`config.mk`:
```
export PLATFORM = sky130hd
export DESIGN_NAME = ethernet_frame_transmitter
export DESIGN_NICKNAME = d
export VERILOG_FILES = /design/src/rtl/ethernet_frame_transmitter.sv
export SDC_FILE = /design/constraint.sdc
export NUM_CORES = 1
export LEC_CHECK = 0
export ABC_CLOCK_PERIOD_IN_PS = 1650
export CAP_MARGIN = 20
export CORE_UTILIZATION = 49
export DETAILED_ROUTE_END_ITERATION = 6
export PLACE_DENSITY_LB_ADDON = 0.25
export SYNTH_ARGS = -nofsm -noshare
export SYNTH_HDL_FRONTEND = slang
export SYNTH_SLANG_ARGS = --single-unit
```
`constraint.sdc`:
```
create_clock -name clock -period 1.65 [get_ports clock]
set_input_delay 0.4125 -clock clock [delete_from_list [all_inputs] [get_ports clock]]
set_output_delay 0.4125 -clock clock [all_outputs]
set_load 0.01 [all_outputs]
```
`src/rtl/ethernet_frame_transmitter.sv`:
```
// rtl/ethernet_frame_transmitter.sv - Ethernet framer (preamble, SFD, payload, pad, optional FCS via ETHERNET_TX_FCS_INSERT_EN, gap)
module ethernet_frame_transmitter #(
  parameter int MINIMUM_PAYLOAD_BYTES  = 60,
  parameter int INTER_PACKET_GAP_BYTES = 12
) (
  input  logic       clock,
  input  logic       reset,
  input  logic       enable,
  input  logic [8:0] transmit_data,
  input  logic       transmit_data_enable,
  output logic       transmit_data_ready,
  output logic [7:0] transmit_byte,
  output logic       transmit_byte_valid,
  output logic       underrun_error,
  output logic       busy
);

  typedef enum logic [2:0] {
    IDLE,
    PREAMBLE,
    SFD,
    PAYLOAD,
    PAD,
    FCS,
    GAP
  } state_t;

  localparam logic [10:0] MIN_COUNT = 11'(MINIMUM_PAYLOAD_BYTES);
  localparam logic [7:0]  GAP_LAST  = 8'(INTER_PACKET_GAP_BYTES - 1);

`ifdef ETHERNET_TX_FCS_INSERT_EN
  localparam state_t AFTER_DATA = FCS;
`else
  localparam state_t AFTER_DATA = GAP;
`endif

  // The state register leads the output by one cycle: each state decides the
  // byte presented after the coming edge, so SFD and payload run without bubbles.
  state_t      state;
  logic [2:0]  preamble_count;
  logic [7:0]  gap_count;
  logic [10:0] byte_count;
  logic [10:0] count_next;

  // Payload-plus-pad counter saturates rather than wrapping.
  assign count_next = (byte_count == 11'd2047) ? byte_count : byte_count + 11'd1;

`ifdef ETHERNET_TX_FCS_INSERT_EN
  logic [31:0] crc;
  logic [31:0] fcs_word;
  logic [1:0]  fcs_index;

  // Reflected CRC-32 (0xEDB88320), one byte per call, LSB of the byte first.
  function automatic logic [31:0] crc_byte(input logic [31:0] c, input logic [7:0] d);
    logic [31:0] r;
    r = c ^ {24'd0, d};
    for (int i = 0; i < 8; i++) begin
      r = r[0] ? ((r >> 1) ^ 32'hEDB88320) : (r >> 1);
    end
    return r;
  endfunction

  assign fcs_word = ~crc;
`endif

  // Frame sequencer: all outputs are registered here.
  always_ff @(posedge clock) begin
    if (reset) begin
      state               <= IDLE;
      preamble_count      <= '0;
      gap_count           <= '0;
      byte_count          <= '0;
      transmit_data_ready <= 1'b0;
      transmit_byte       <= 8'h00;
      transmit_byte_valid <= 1'b0;
      underrun_error      <= 1'b0;
      busy                <= 1'b0;
`ifdef ETHERNET_TX_FCS_INSERT_EN
      crc                 <= 32'hFFFFFFFF;
      fcs_index           <= '0;
`endif
    end else begin
      underrun_error      <= 1'b0;
      transmit_byte_valid <= 1'b0;
      transmit_byte       <= 8'h00;
      if (state != GAP) gap_count <= '0;
`ifdef ETHERNET_TX_FCS_INSERT_EN
      if (state != FCS) fcs_index <= '0;
`endif
      case (state)
        IDLE: begin
          if (enable && transmit_data_enable) begin
            state               <= PREAMBLE;
            busy                <= 1'b1;
            transmit_byte       <= 8'h55;
            transmit_byte_valid <= 1'b1;
            preamble_count      <= 3'd1;
            byte_count          <= '0;
`ifdef ETHERNET_TX_FCS_INSERT_EN
            crc                 <= 32'hFFFFFFFF;
`endif
          end
        end
        PREAMBLE: begin
          transmit_byte       <= 8'h55;
          transmit_byte_valid <= 1'b1;
          preamble_count      <= preamble_count + 3'd1;
          if (preamble_count == 3'd6) state <= SFD;
        end
        SFD: begin
          transmit_byte       <= 8'hD5;
          transmit_byte_valid <= 1'b1;
          transmit_data_ready <= 1'b1;
          state               <= PAYLOAD;
        end
        PAYLOAD: begin
          if (transmit_data_enable) begin
            transmit_byte       <= transmit_data[7:0];
            transmit_byte_valid <= 1'b1;
            byte_count          <= count_next;
`ifdef ETHERNET_TX_FCS_INSERT_EN
            crc                 <= crc_byte(crc, transmit_data[7:0]);
`endif
            if (transmit_data[8]) begin
              transmit_data_ready <= 1'b0;
              if (count_next < MIN_COUNT) state <= PAD;
              else                        state <= AFTER_DATA;
            end
          end else begin
            // Underrun: abandon the frame without pad or FCS.
            transmit_data_ready <= 1'b0;
            underrun_error      <= 1'b1;
            state               <= GAP;
          end
        end
        PAD: begin
          transmit_byte_valid <= 1'b1;
          byte_count          <= count_next;
`ifdef ETHERNET_TX_FCS_INSERT_EN
          crc                 <= crc_byte(crc, 8'h00);
`endif
          if (count_next >= MIN_COUNT) state <= AFTER_DATA;
        end
`ifdef ETHERNET_TX_FCS_INSERT_EN
        FCS: begin
          transmit_byte       <= fcs_word[{fcs_index, 3'b000} +: 8];
          transmit_byte_valid <= 1'b1;
          fcs_index           <= fcs_index + 2'd1;
          if (fcs_index == 2'd3) state <= GAP;
        end
`endif
        GAP: begin
          if (gap_count == GAP_LAST) begin
            state <= IDLE;
            busy  <= 1'b0;
          end else begin
            gap_count <= gap_count + 8'd1;
          end
        end
        default: begin
          state <= IDLE;
          busy  <= 1'b0;
        end
      endcase
    end
  end

endmodule

```
Word-level counts from Yosys, hierarchy flattened:

Cells that the tools add are included.

* $add $sub $neg: 3
* multiply operators: 0
* divide/modulo/power cells: 0
* order comparisons: 2
* equal/unequal tests: 15
* shifts and indexed selects: 0
* mux-type cells: 29
* bitwise logic cells: 2
* reduce and logical (&&, ||, !) cells: 13

Operators with widths (count)
* 2-to-1 mux 11 bit: 3
* one-hot mux 11 bit (3 select lines): 1
* 2-to-1 mux 8 bit: 4
* one-hot mux 8 bit (4 select lines): 1
* 2-to-1 mux 3 bit: 6
* one-hot mux 3 bit (6 select lines): 1
* adder 11 x 1 -> 11 bit, second input constant: 1
* equality test 11 bit, second input constant: 1
* >= comparator 11 x 6 -> 1 bit, second input constant: 1
* < comparator 11 x 6 -> 1 bit, second input constant: 1
* inequality test 2 bit, second input constant: 5
* equality test 3 bit, second input constant: 3
* adder 8 x 1 -> 8 bit, second input constant: 1
* equality test 8 x 4 -> 1 bit, second input constant: 1
* 2-to-1 mux 1 bit: 7
* 2-to-1 mux 7 bit: 1
* equality test 3 x 2 -> 1 bit, second input constant: 2
* inequality test 3 bit, second input constant: 2
* one-hot mux 1 bit (3 select lines): 2
* one-hot mux 3 bit (2 select lines): 1
* AND reduction 3 bit: 2
* AND reduction 5 bit: 1
* AND reduction 2 bit: 2
* nonzero test 2 bit: 2
* 11 further kinds: 12

* register bits: 37
* latch bits: 0
* bits in writable memories: 0
* memory bits (read-only): 0
* input port bits: 13
* output and inout port bits: 12
* logic and storage cells: 73
* memories kept: 0

Depth between registers and ports, before layout:

Gate-level depths: netlist of the first run.

* depth in word-level cells: 7
* gate-level depth with buffers: 7
* mapped depth without buffers: 6

Worst setup path after synthesis of the first run:

Ideal clock, no wire load.

* path type: in2reg
* start: input transmit_data_enable
* end: register byte_count[1]
* library setup time: 0.128 ns
* arrival: 1.509 ns
* data required time: 1.522 ns
* slack: 0.013 ns
* stages on the path: 6
* path buffers: 1
* cell sequence: buf_4 -> and4b_1 -> a21oi_1 -> o41ai_2 -> a22oi_1 -> nor2_1

* cells in the longest elaborated chain, start to end: 3
* elaborated cells on any way between the ends: 4
* classes of those cells: eq/ne (2); reduce/logical (2)

RTL lines
* from (decl): RTL line 10 `input logic transmit_data_enable,`
* logical AND 1 bit: RTL line 92 `if (enable && transmit_data_enable) begin`
* inequality test 2 bit (no source line)
* AND reduction 3 bit (no source line) (*)
* to (signal assigned): RTL line 120 `byte_count <= count_next;`
* to (signal assigned): RTL line 138 `byte_count <= count_next;`
* to (decl): RTL line 42 `logic [10:0] byte_count;`

Mark *: on every way between the ends. The rest lies on a longest branch, timed or not.
A chain may end at the register's enable or synchronous reset.

Worst setup path in the final report of the first run:

* start: register busy
* end: output busy

RTL lines
* from (decl): RTL line 15 `output logic busy`
* from (signal assigned): RTL line 77 `busy <= 1'b0;`
* from (signal assigned): RTL line 94 `busy <= 1'b1;`
* from (signal assigned): RTL line 155 `busy <= 1'b0;`

No word-level cell between the ends.

==> results of run 1 <==
## kinds of logic (layout without fill, tap and decap cells)
| logic type | count (synthesis) | count (layout) | share of synthesized area (%) |
|---|---|---|---|
| and+or+nand+nor | 99 | 99 | 27.0 |
| AOI/OAI and AO/OA | 61 | 61 | 21.5 |
| DFF | 37 | 37 | 39.6 |
| buffers and inverters | 16 | 72 | 4.35 |
| xor gates and xnor gates | 8 | 8 | 3.75 |
| adders and majority gates | 5 | 5 | 3.21 |
| muxes | 1 | 1 | 0.535 |
## cell type report
type | count | area [um2] | area share [%]
flip-flops and latches | 37 | 746 | 29.5
inverters | 4 | 15.0 | 0.593
clock inverters | 1 | 5.00 | 0.198
repair buffers | 60 | 510 | 20.2
clock buffers | 7 | 96.3 | 3.81
multi-input cells | 174 | 1100 | 43.4
well taps | 48 | 60.1 | 2.37
## path summary, 6_finish.rpt
path,startpoint,cells past startpoint,endpoint,slack (ps)
hold / removal,transmit_data_ready,2,transmit_data_ready,500
setup reg to reg,state[0],5,state[1],60
hold reg to reg,transmit_data_ready,2,transmit_data_ready,500
setup / recovery,busy,1,busy,40
## registers in the layout, indices dropped and copies added (netlist names)
register	count
byte_count	11
gap_count	8
transmit_byte	8
preamble_count	3
state	3
busy	1
transmit_byte_valid	1
transmit_data_ready	1
underrun_error	1
## power by group
group	internal, mW	switching (mW)
Sequential	0.910	0.0110
Combinational	0.0984	0.0781
Clock	0.377	0.325
Total	1.39	0.414
## cells in the final DEF (no fill, tap or decap), drive strengths merged, types with 2 or more instances in the layout
master	count
a211oi	6
nor2	27
nor3	11
and3	6
a31oi	5
a2111oi	2
nand2b	3
inv	4
nor4b	2
nand2	24
or2	3
a22oi	2
buf	36
and2	4
xnor2	3
clkdlybuf4s50	23
xor2	5
a21oi	20
clkbuf	7
nand3	10
o21ai	16
nor2b	2
dfxtp	37
o211ai	2
a41oi	2
ha	4
nand4	2
## tightest hold or removal path: stages (launching register included)
cell and delay (ps):
dfxtp_1 330, a21oi_1 70, nor2_1 70
## metal layers
layer	track usage, %	routed length, um	vias to the layer above	part of all wire [%]
met5	0	0	-	0
met1	27.1	1990	850	44
li1	-	-	931	-
met3	5.89	197	12	4.3
met4	9.38	92	0	2.0
met2	43.0	2290	50	50
## per-stage QoR
| step | setup TNS [ps] | area, um2 | cells | utilization (%) |
|---|---|---|---|---|
| final | 0 | 2530 | 331 | 69.1 |
| after global routing | -99.4 | 2530 | 331 | 69.1 |
| after CTS | 0 | 2480 | 331 | 67.8 |
| after detailed placement | -6840 | 2370 | 323 | 64.9 |
| after global placement | -5460 | 2370 | 323 | 64.9 |
| after floorplan | 0 | 1870 | 227 | - |
## repair_timing
action | 4_1_cts | 5_1_grt
hold buffers | 0 | 0
pin swaps | 0 | 1
gates cloned | 0 | 0
resized for setup | 5 | 10
endpoints found under the hold margin | 0 | 0
endpoints found under the setup margin | 12 | 9
==> summary.txt, run 1 <==
Route
  – Drc violations: 0
  – 1st-pass router iterations: 4
  – Vias per cell: 5.57
  – Drt total wl: 4580 um
  – Average wire per standard cell: 13.8 um
  – DRT iter0 DRCs: 98
  – Via count: 1,843
  – Post-route ant nets: 0

Worst setup path
  – Critical path arrival: 1190 ps
  – Slowest stage cell, crit path: clkdlybuf4s50_1
  – Startpoint Class: flop
  – CP required: 1240 ps
  – WP buf/inv: 1
  – Crit. End Element: output pin
  – Worst-path cell chain: clkdlybuf4s50_1
  – Crit Path Class: flop to output pin
  – Crit path largest cell delay: 550 ps
  – Top delay family on crit path: buffers and inverters
  – CP Max Fanout: 3

CTS
  – H-tree Lvls: 2
  – Postcts setup bufs: 0
  – TritonCTS clock tree: yes
  – Clk_lat worst skew: 290 ps
  – Clock tree buffer depth: 2
  – CTS Buf Count: 5
  – Clock Sinks: 37
  – Clk slew on worst S/H paths: 70 ps
  – CTS Root Cell: clkbuf_8

Global route
  – All-Layer GR Usage: 24.0%
  – Initial antenna violation count: 0
  – Global route overflow: 0
  – First-pass GRT wire length: 7560 um
  – Vias in the first global route: 1,738
  – Largest net degree at the start of global routing: 13

Timing
  – Fin Hold WS: 502 ps
  – Pins Over Slew Limit: 0
  – Worst slew pin tran: 338 ps
  – Fin crit period: 1610 ps
  – Slew margin rel.: 77.2%
  – RSZ-0062 raised after global routing: true
  – Setup violators final: 0
  – Setup ws final: 43.2 ps
  – Clk_skew: 5.28 ps
  – Final Cycle Share: 97.4%
  – Maximum clock frequency: 622 MHz
  – Final hold violations: 0

Place
  – Buffers on Ports: 24
  – DP HPWL: 3280 um
  – DP Worst Slack: -541 ps
  – GPL Wtd Cong: 0.951

Logic synthesis
  – Yosys top cell area share: 39.6%
  – Top_reg_cell synth: dfxtp_1
  – Area contributors post-synth: dfxtp_1 (40%), nor2_1 (5.4%), a21oi_1 (5.4%)
  – Synth warn: 0
  – Syn_nets: 244
  – FF+latch count, synth: 37
  – Cell with the most instances after synthesis: dfxtp_1
  – Largest area contributor in the netlist: dfxtp_1
  – Top cells by count, synth: dfxtp_1 (37), nor2_1 (27), nand2_1 (24)
  – Register area share after synthesis: 39.6%
  – Number of flops mapped to enable cells by yosys: 0
  – Netlist cell types: 48
  – Mapped Area: 1870 um2
  – Cell count after synthesis: 227
  – Ys async rst share: 0%
  – Syn avg cell area: 8.24 um2

Floorplanning
  – Ports: 25
  – Die H: 63.8 um
  – FP Rows: 22
  – Core area: 3660 um2
  – Starting Density: 51.1%
  – Total Die Area: 4070 um2
  – Die width: 63.8 um

Power and ir drop
  – Total Power: 1.80 mW
  – Leak: 0.906 nW
  – Power Density: 711 nW/um2
  – Peak supply drop: 0.467 mV

Hold path
  – Type of the most critical hold path: flop to flop

Final layout
  – P&R area growth vs syn: 35.3%
  – # fillers: 312
  – Final nets: 299
  – Ant. Diodes: 0
  – Layout cells sized above 1: 22.3%

Outcome
  – Status: completed

Job
  – Max Cap Viol: 0
Power figures use the tool's default switching activity.
==> inputs of run 2 (changes only) <==
- GPL_TIMING_DRIVEN: unset -> 0
==> run 2 against run 1 <==
Against the previous run:
- the flow now finishes with violations (negative setup slack)
- sequential power barely moved
- power rose by 4.8%
- flip-flop and latch count did not move
- count of clock-buffer cells in the layout fell by 1
- worst setup slack got worse by 44 ps
- final cell count fell by 4.8%
- critical path depth rose by 5
- design area fell by 2.2%
- global-route usage fell by 1.3 points
- via count fell by 2.4%
- clock power rose by 17%
- critical path type is now flop to flop
- largest cell class unchanged
- largest power group unchanged
- highest routed layer unchanged
==> summary.txt, run 2 (synthesis results as in run 1) <==
Outcome
  – Status: finished with violations
  – Failing checks: negative setup slack

Floorplanning
  – FP Rows: 22 (unchanged)
  – Die H: 63.8 um (unchanged)
  – Starting Density: 51.1% (unchanged)
  – Total Die Area: 4070 um2 (unchanged)
  – Die width: 63.8 um (unchanged)
  – Ports: 25 (unchanged)
  – Core area: 3660 um2 (unchanged)

Timing
  – Final hold violations: 0 (unchanged)
  – Fin crit period: 1650 ps (+44.0 ps)
  – Pins Over Slew Limit: 0 (unchanged)
  – Worst slew pin tran: 551 ps (+213 ps)
  – Final Cycle Share: 100% (+2.7 points)
  – Clk_skew: 5.82 ps (+0.547 ps)
  – Slew margin rel.: 63.3% (-14 points)
  – Maximum clock frequency: 606 MHz (-2.7%)
  – Setup ws final: -0.833 ps (-44.0 ps)
  – RSZ-0062 raised after global routing: true
  – Setup violators final: 1 (+1)

Worst setup path
  – Worst Setup EP: byte_count[1]
  – RR Startpoint: state[1]
  – Crit path largest cell delay: 370 ps (-180 ps)
  – CP Max Fanout: 8 (+5)
  – Startpoint Class: flop
  – CP required: 1810 ps (+570 ps)
  – Critical path arrival: 1820 ps (+630 ps)
  – Crit. End Element: flop
  – R2R setup slack: -0.8 ps (-60 ps)
  – Slowest stage cell, crit path: o21ai_2
  – Worst-path cell chain: buf_6, or2_4, o21ai_2, o41ai_2, a22oi_1, nor2_1
  – Reg2Reg Depth: 6 (+1)
  – Crit Path Class: flop to flop
  – RR Endpoint: byte_count[1]
  – Critical path startpoint: state[1]

CTS
  – TritonCTS clock tree: yes
  – Clock Sinks: 37 (unchanged)
  – H-tree Lvls: 2 (unchanged)
  – Clk slew on worst S/H paths: 80 ps (about the same)
  – CTS Buf Count: 5 (unchanged)
  – Clock tree buffer depth: 2 (unchanged)
  – CTS Root Cell: clkbuf_8
  – CTS Hold Buffers Added: 0 (unchanged)
  – Clk_lat worst skew: 300 ps (about the same)

Hold path
  – Type of the most critical hold path: input port to flop
  – Worst hold stages: 2 (unchanged)

Final layout
  – Highest-count cells in the layout ignoring fill and taps: dfxtp_1 (29), nor2_1 (25), nand2_1 (24), clkdlybuf4s50_1 (22), a21oi_1 (19)
  – # fillers: 285 (-8.7%)
  – P&R area growth vs syn: 32.2%
  – Largest Register: byte_count
  – Ant. Diodes: 0 (unchanged)
  – Final nets: 283 (-5.4%)
  – Most common cell after layout, fill and taps aside: dfxtp_1
  – Max FFs per register: 11 (unchanged)
  – Layout cells sized above 1: 21.7% (-0.54 points)
  – Design Area, Final: 2470 um2 (-2.2%)
  – Largest regs: byte_count x11, gap_count x8, transmit_byte x8

Global route
  – First-pass GRT wire length: 7170 um (-5.2%)
  – All-Layer GR Usage: 22.8% (-1.3 points)
  – Vias in the first global route: 1,607 (-7.5%)
  – Global route overflow: 0 (unchanged)
  – Largest net degree at the start of global routing: 13 (unchanged)
  – Initial antenna violation count: 0 (unchanged)

Power and ir drop
  – Net Sw Power: 0.412 mW (-0.43%)
  – Logic gate share of total power: 7.9% (-1.9 points)
  – Clock share of power: 43.5% (+4.5 points)
  – Sw Ratio: 21.8% (-1.2 points)
  – Leak: 0.876 nW (-3.3%)
  – Internal power: 1.47 mW (+6.4%)
  – Total Power: 1.89 mW (+4.8%)
  – Seq pwr share: 48.7% (-2.5 points)
  – Peak supply drop: 0.655 mV (+40%)
  – Power Density: 763 nW/um2 (+7.2%)

Place
  – Buffers on Ports: 23 (-4.2%)
  – Placed cell areas: 2160 um2 (-9.0%)
  – GPL Wtd Cong: 0.838 (-12%)
  – DP HPWL: 2840 um (-13%)

Route
  – 1st-pass router iterations: 4 (unchanged)
  – DRT iter0 DRCs: 80 (-18%)
  – Post-route ant nets: 0 (unchanged)
  – Vias per cell: 5.71 (+2.6%)
  – Via count: 1,799 (-2.4%)
  – Drt total wl: 4200 um (-8.2%)
  – Drc violations: 0 (unchanged)
  – Average wire per standard cell: 13.3 um (-3.5%)

Job
  – Max Cap Viol: 0 (unchanged)
[run 2: cell count changes in the layout (fill, tap and decap cells not counted), sizes merged]
cell	delta
buf	-19
bufinv	+1
clkbuf	+3
clkdlybuf4s15	-1
clkdlybuf4s50	-1
clkinv	-1
clkinvlp	+2
dlymetal6s2s	+1
inv	-1
[run 2: worst max-delay path, delay by kind of cell (launching register included)]
kind,cells,cell delay (ps)
AO/OA/AOI/OAI,3,740
flip-flops,1,310
buffers and inverters,1,140
AND/OR/NAND/NOR,2,330
[run 2: layout make-up]
cell class	count	area, um2	share of cell area [%]
inverter	4	18.8	0.759
buffer	11	83.8	3.39
timing repair buffer	33	312	12.6
multi-input combinational	174	1130	45.5
clock inverter	2	37.5	1.52
sequential	37	753	30.5
tap	48	60.1	2.43
clock buffer	6	82.6	3.34
[run 2: worst min path at each step]
stage                                     end                 start  slack, ps
after floorplan             preamble_count[0]     preamble_count[0]        470
after CTS                      underrun_error  transmit_data_enable        370
after global placement      preamble_count[0]     preamble_count[0]        500
after detailed placement  transmit_data_ready   transmit_data_ready        500
final                          underrun_error  transmit_data_enable        380
after global routing           underrun_error  transmit_data_enable        400
[run 2: per-layer routing]
| metal | track usage, % | routed length, um | vias to the layer above |
|---|---|---|---|
| li1 | - | - | 892 |
| met1 | 27.7 | 1890 | 839 |
| met4 | 12.2 | 83 | 0 |
| met2 | 37.5 | 2000 | 59 |
| met5 | 0 | 0 | - |
| met3 | 4.46 | 231 | 9 |
[run 2: power by group through the flow]
stage / Combinational (mW) / Clock, mW / Sequential [mW]
after floorplan: 0.0702 / 0 / 0.945
after global placement: 0.143 / 0 / 0.939
after detailed placement: 0.145 / 0 / 0.940
after CTS: 0.148 / 0.835 / 0.920
after global routing: 0.162 / 0.874 / 0.921
final: 0.148 / 0.820 / 0.919
[run 2: stage by stage]
| stage | utilization, % | setup slack [ps] | hold slack [ps] | instances | setup TNS (ps) |
|---|---|---|---|---|---|
| 2_1_floorplan | - | 13.3 | 473 | 227 | 0 |
| 3_3_place_gp | 59.0 | -492 | 497 | 298 | -4790 |
| 3_5_place_dp | 59.0 | -523 | 503 | 298 | -5100 |
| 4_1_cts | 64.2 | 3.52 | 375 | 309 | 0 |
| 5_1_grt | 67.6 | -79.7 | 401 | 315 | -604 |
| 6_report | 67.6 | -0.833 | 378 | 315 | -0.833 |
[run 2: what timing repair did]
action / 4_1_cts / 5_1_grt
setup buffers: 4 / 6
pin swaps: 5 / 4
resized for setup: 11 / 32
setup endpoints to repair: 16 / 18
endpoints found under the hold margin: 0 / 0
==> inputs of run 3 (changes only) <==
- PLACE_DENSITY: unset -> 0.78
- PLACE_DENSITY_LB_ADDON: 0.25 -> unset
==> run 3 against run 2 <==
Against the previous run:
- the flow still finishes with violations (negative setup slack)
- power up 6.2%
- critical endpoint is now state[1]
- sequential share of layout area down 1.8 points
- clock skew about the same
- combinational power up 6%
- sequential power about the same
- clock power up 14%
- design area up 6.4%
==> summary.txt, run 3 (synthesis results as in run 1) <==
Floorplanning
  – Ports: 25 (unchanged)
  – Die H: 63.8 um (unchanged)
  – Core area: 3660 um2 (unchanged)
  – Starting Density: 51.1% (unchanged)
  – Die width: 63.8 um (unchanged)
  – FP Rows: 22 (unchanged)
  – Total Die Area: 4070 um2 (unchanged)

Place
  – Buffers on Ports: 23 (unchanged)
  – DP HPWL: 2810 um (-0.93%)
  – GPL Wtd Cong: 0.834 (-0.44%)
  – Placed cell areas: 2160 um2 (unchanged)
  – Placed Cells: 298 (unchanged)

Timing
  – Setup violators final: 1 (unchanged)
  – Fin crit period: 1650 ps (-0.789 ps)
  – Worst slew pin tran: 576 ps (+25.8 ps)
  – Final hold violations: 0 (unchanged)
  – Clk_skew: 5.39 ps (-0.434 ps)
  – Slew margin rel.: 61.6% (-1.7 points)
  – Final Cycle Share: 100% (about the same)
  – Setup_tns: -0.0437 ps (+0.789 ps)
  – Pins Over Slew Limit: 0 (unchanged)
  – RSZ-0062 raised after global routing: true
  – Maximum clock frequency: 606 MHz (about the same)
  – Setup ws final: -0.0437 ps (+0.789 ps)

CTS
  – CTS Buf Count: 5 (unchanged)
  – Clk slew on worst S/H paths: 80 ps (about the same)
  – CTS Root Cell: clkbuf_8
  – TritonCTS clock tree: yes
  – Clock Sinks: 37 (unchanged)
  – Clk_lat worst skew: 290 ps (about the same)
  – H-tree Lvls: 2 (unchanged)
  – CTS Hold Buffers Added: 0 (unchanged)
  – Clock tree buffer depth: 2 (unchanged)

Power and ir drop
  – Peak supply drop: 0.358 mV (-45%)
  – Power Density: 762 nW/um2 (-0.12%)
  – Leak: 0.930 nW (+6.2%)

Route
  – Vias per cell: 5.77 (+0.96%)
  – Drc violations: 0 (unchanged)
  – Post-route ant nets: 0 (unchanged)
  – Average wire per standard cell: 14.6 um (+9.7%)
  – Via count: 1,897 (+5.4%)
  – DRT iter0 DRCs: 138 (+73%)
  – 1st-pass router iterations: 4 (unchanged)
  – Drt total wl: 4820 um (+15%)

Final layout
  – Design Area, Final: 2630 um2 (+6.4%)
  – Final Util: 71.9% (+4.3 points)
  – Layout cells sized above 1: 25.6% (+3.9 points)
  – Max FFs per register: 11 (unchanged)
  – Final nets: 297 (+4.9%)
  – Non-Filler Instances: 329 (+4.4%)
  – Largest regs: byte_count x11, gap_count x8, transmit_byte x8
  – Most common cell after layout, fill and taps aside: dfxtp_1
  – Ant. Diodes: 0 (unchanged)
  – Largest Register: byte_count
  – Highest-count cells in the layout ignoring fill and taps: dfxtp_1 (30), nor2_1 (26), buf_4 (25), nand2_1 (24), clkdlybuf4s50_1 (23)
  – P&R area growth vs syn: 40.7%

Global route
  – All-Layer GR Usage: 21.2% (-1.5 points)
  – Largest net degree at the start of global routing: 13 (unchanged)
  – First-pass GRT wire length: 6750 um (-5.9%)
  – Vias in the first global route: 1,529 (-4.9%)
  – Initial antenna violation count: 0 (unchanged)
  – Global route overflow: 0 (unchanged)

Job
  – Max Cap Viol: 0 (unchanged)

Worst setup path
  – CP required: 1820 ps (about the same)
  – Startpoint Class: flop
  – Crit Path Class: flop to flop
  – CP Max Fanout: 5 (-3)
  – Crit. End Element: flop
  – Critical path arrival: 1820 ps (about the same)

Outcome
  – Status: finished with violations
  – Failing checks: negative setup slack

Hold path
  – Type of the most critical hold path: input port to flop
==> run 3: worst paths after layout <==
kind	from	endpoint	slack, ps	depth (start not counted)
worst max-delay path	byte_count[0]	state[1]	-0.04	7
worst min-delay path	transmit_data_enable	underrun_error	390	2
worst max register to register	byte_count[0]	state[1]	-0.04	7
worst min register to register	transmit_data_ready	transmit_data_ready	510	2
==> run 3: area by class of cell <==
type / count / area [um2]
flip-flops and latches: 37 / 754
fillers: 278 / 1030
plain buffers: 11 / 87.6
inverters: 4 / 18.8
well taps: 48 / 60.1
multi-input cells: 174 / 1160
clock buffers: 5 / 68.8
clock inverters: 3 / 65.1
repair buffers: 47 / 414
==> run 3: critical path: stages, from the launching register on <==
cell     delay (ps)
dfxtp_4         360
ha_4            150
buf_6           120
buf_4           150
maj3_1          350
a32o_1          210
o21ai_0          90
a31oi_1         110
==> run 3: routing by layer <==
layer  up-vias  GRT usage (%)  part of all wire (%)
met5         -              0                     0
met4         0           9.09                   1.1
met3         9           5.54                   3.8
met2        54           35.1                    52
met1       912           25.8                    43
li1        922              -                     -
==> run 3: report_power, final <==
part	switching, mW	leakage [nW]	total, mW	internal, mW
sequential	0.0103	0.304	0.917	0.906
clock	0.330	0.0681	0.931	0.601
combinational	0.0774	0.558	0.157	0.0800
total	0.418	0.930	2.00	1.59
==> run 3: repair_timing <==
action	in CTS	in global routing
buffers inserted	4	20
gates resized for setup	15	33
pin swaps	4	6
setup endpoints to repair	15	15
==> run 3: per-stage QoR <==
step | power, mW | hold slack, ps | setup slack [ps]
final | 2.00 | 387 | -0.0437
after global routing | 2.07 | 390 | -44.2
after CTS | 2.01 | 381 | 4.60
after detailed placement | 1.08 | 489 | -421
after global placement | 1.08 | 481 | -438
after floorplan | 1.01 | 473 | 13.3
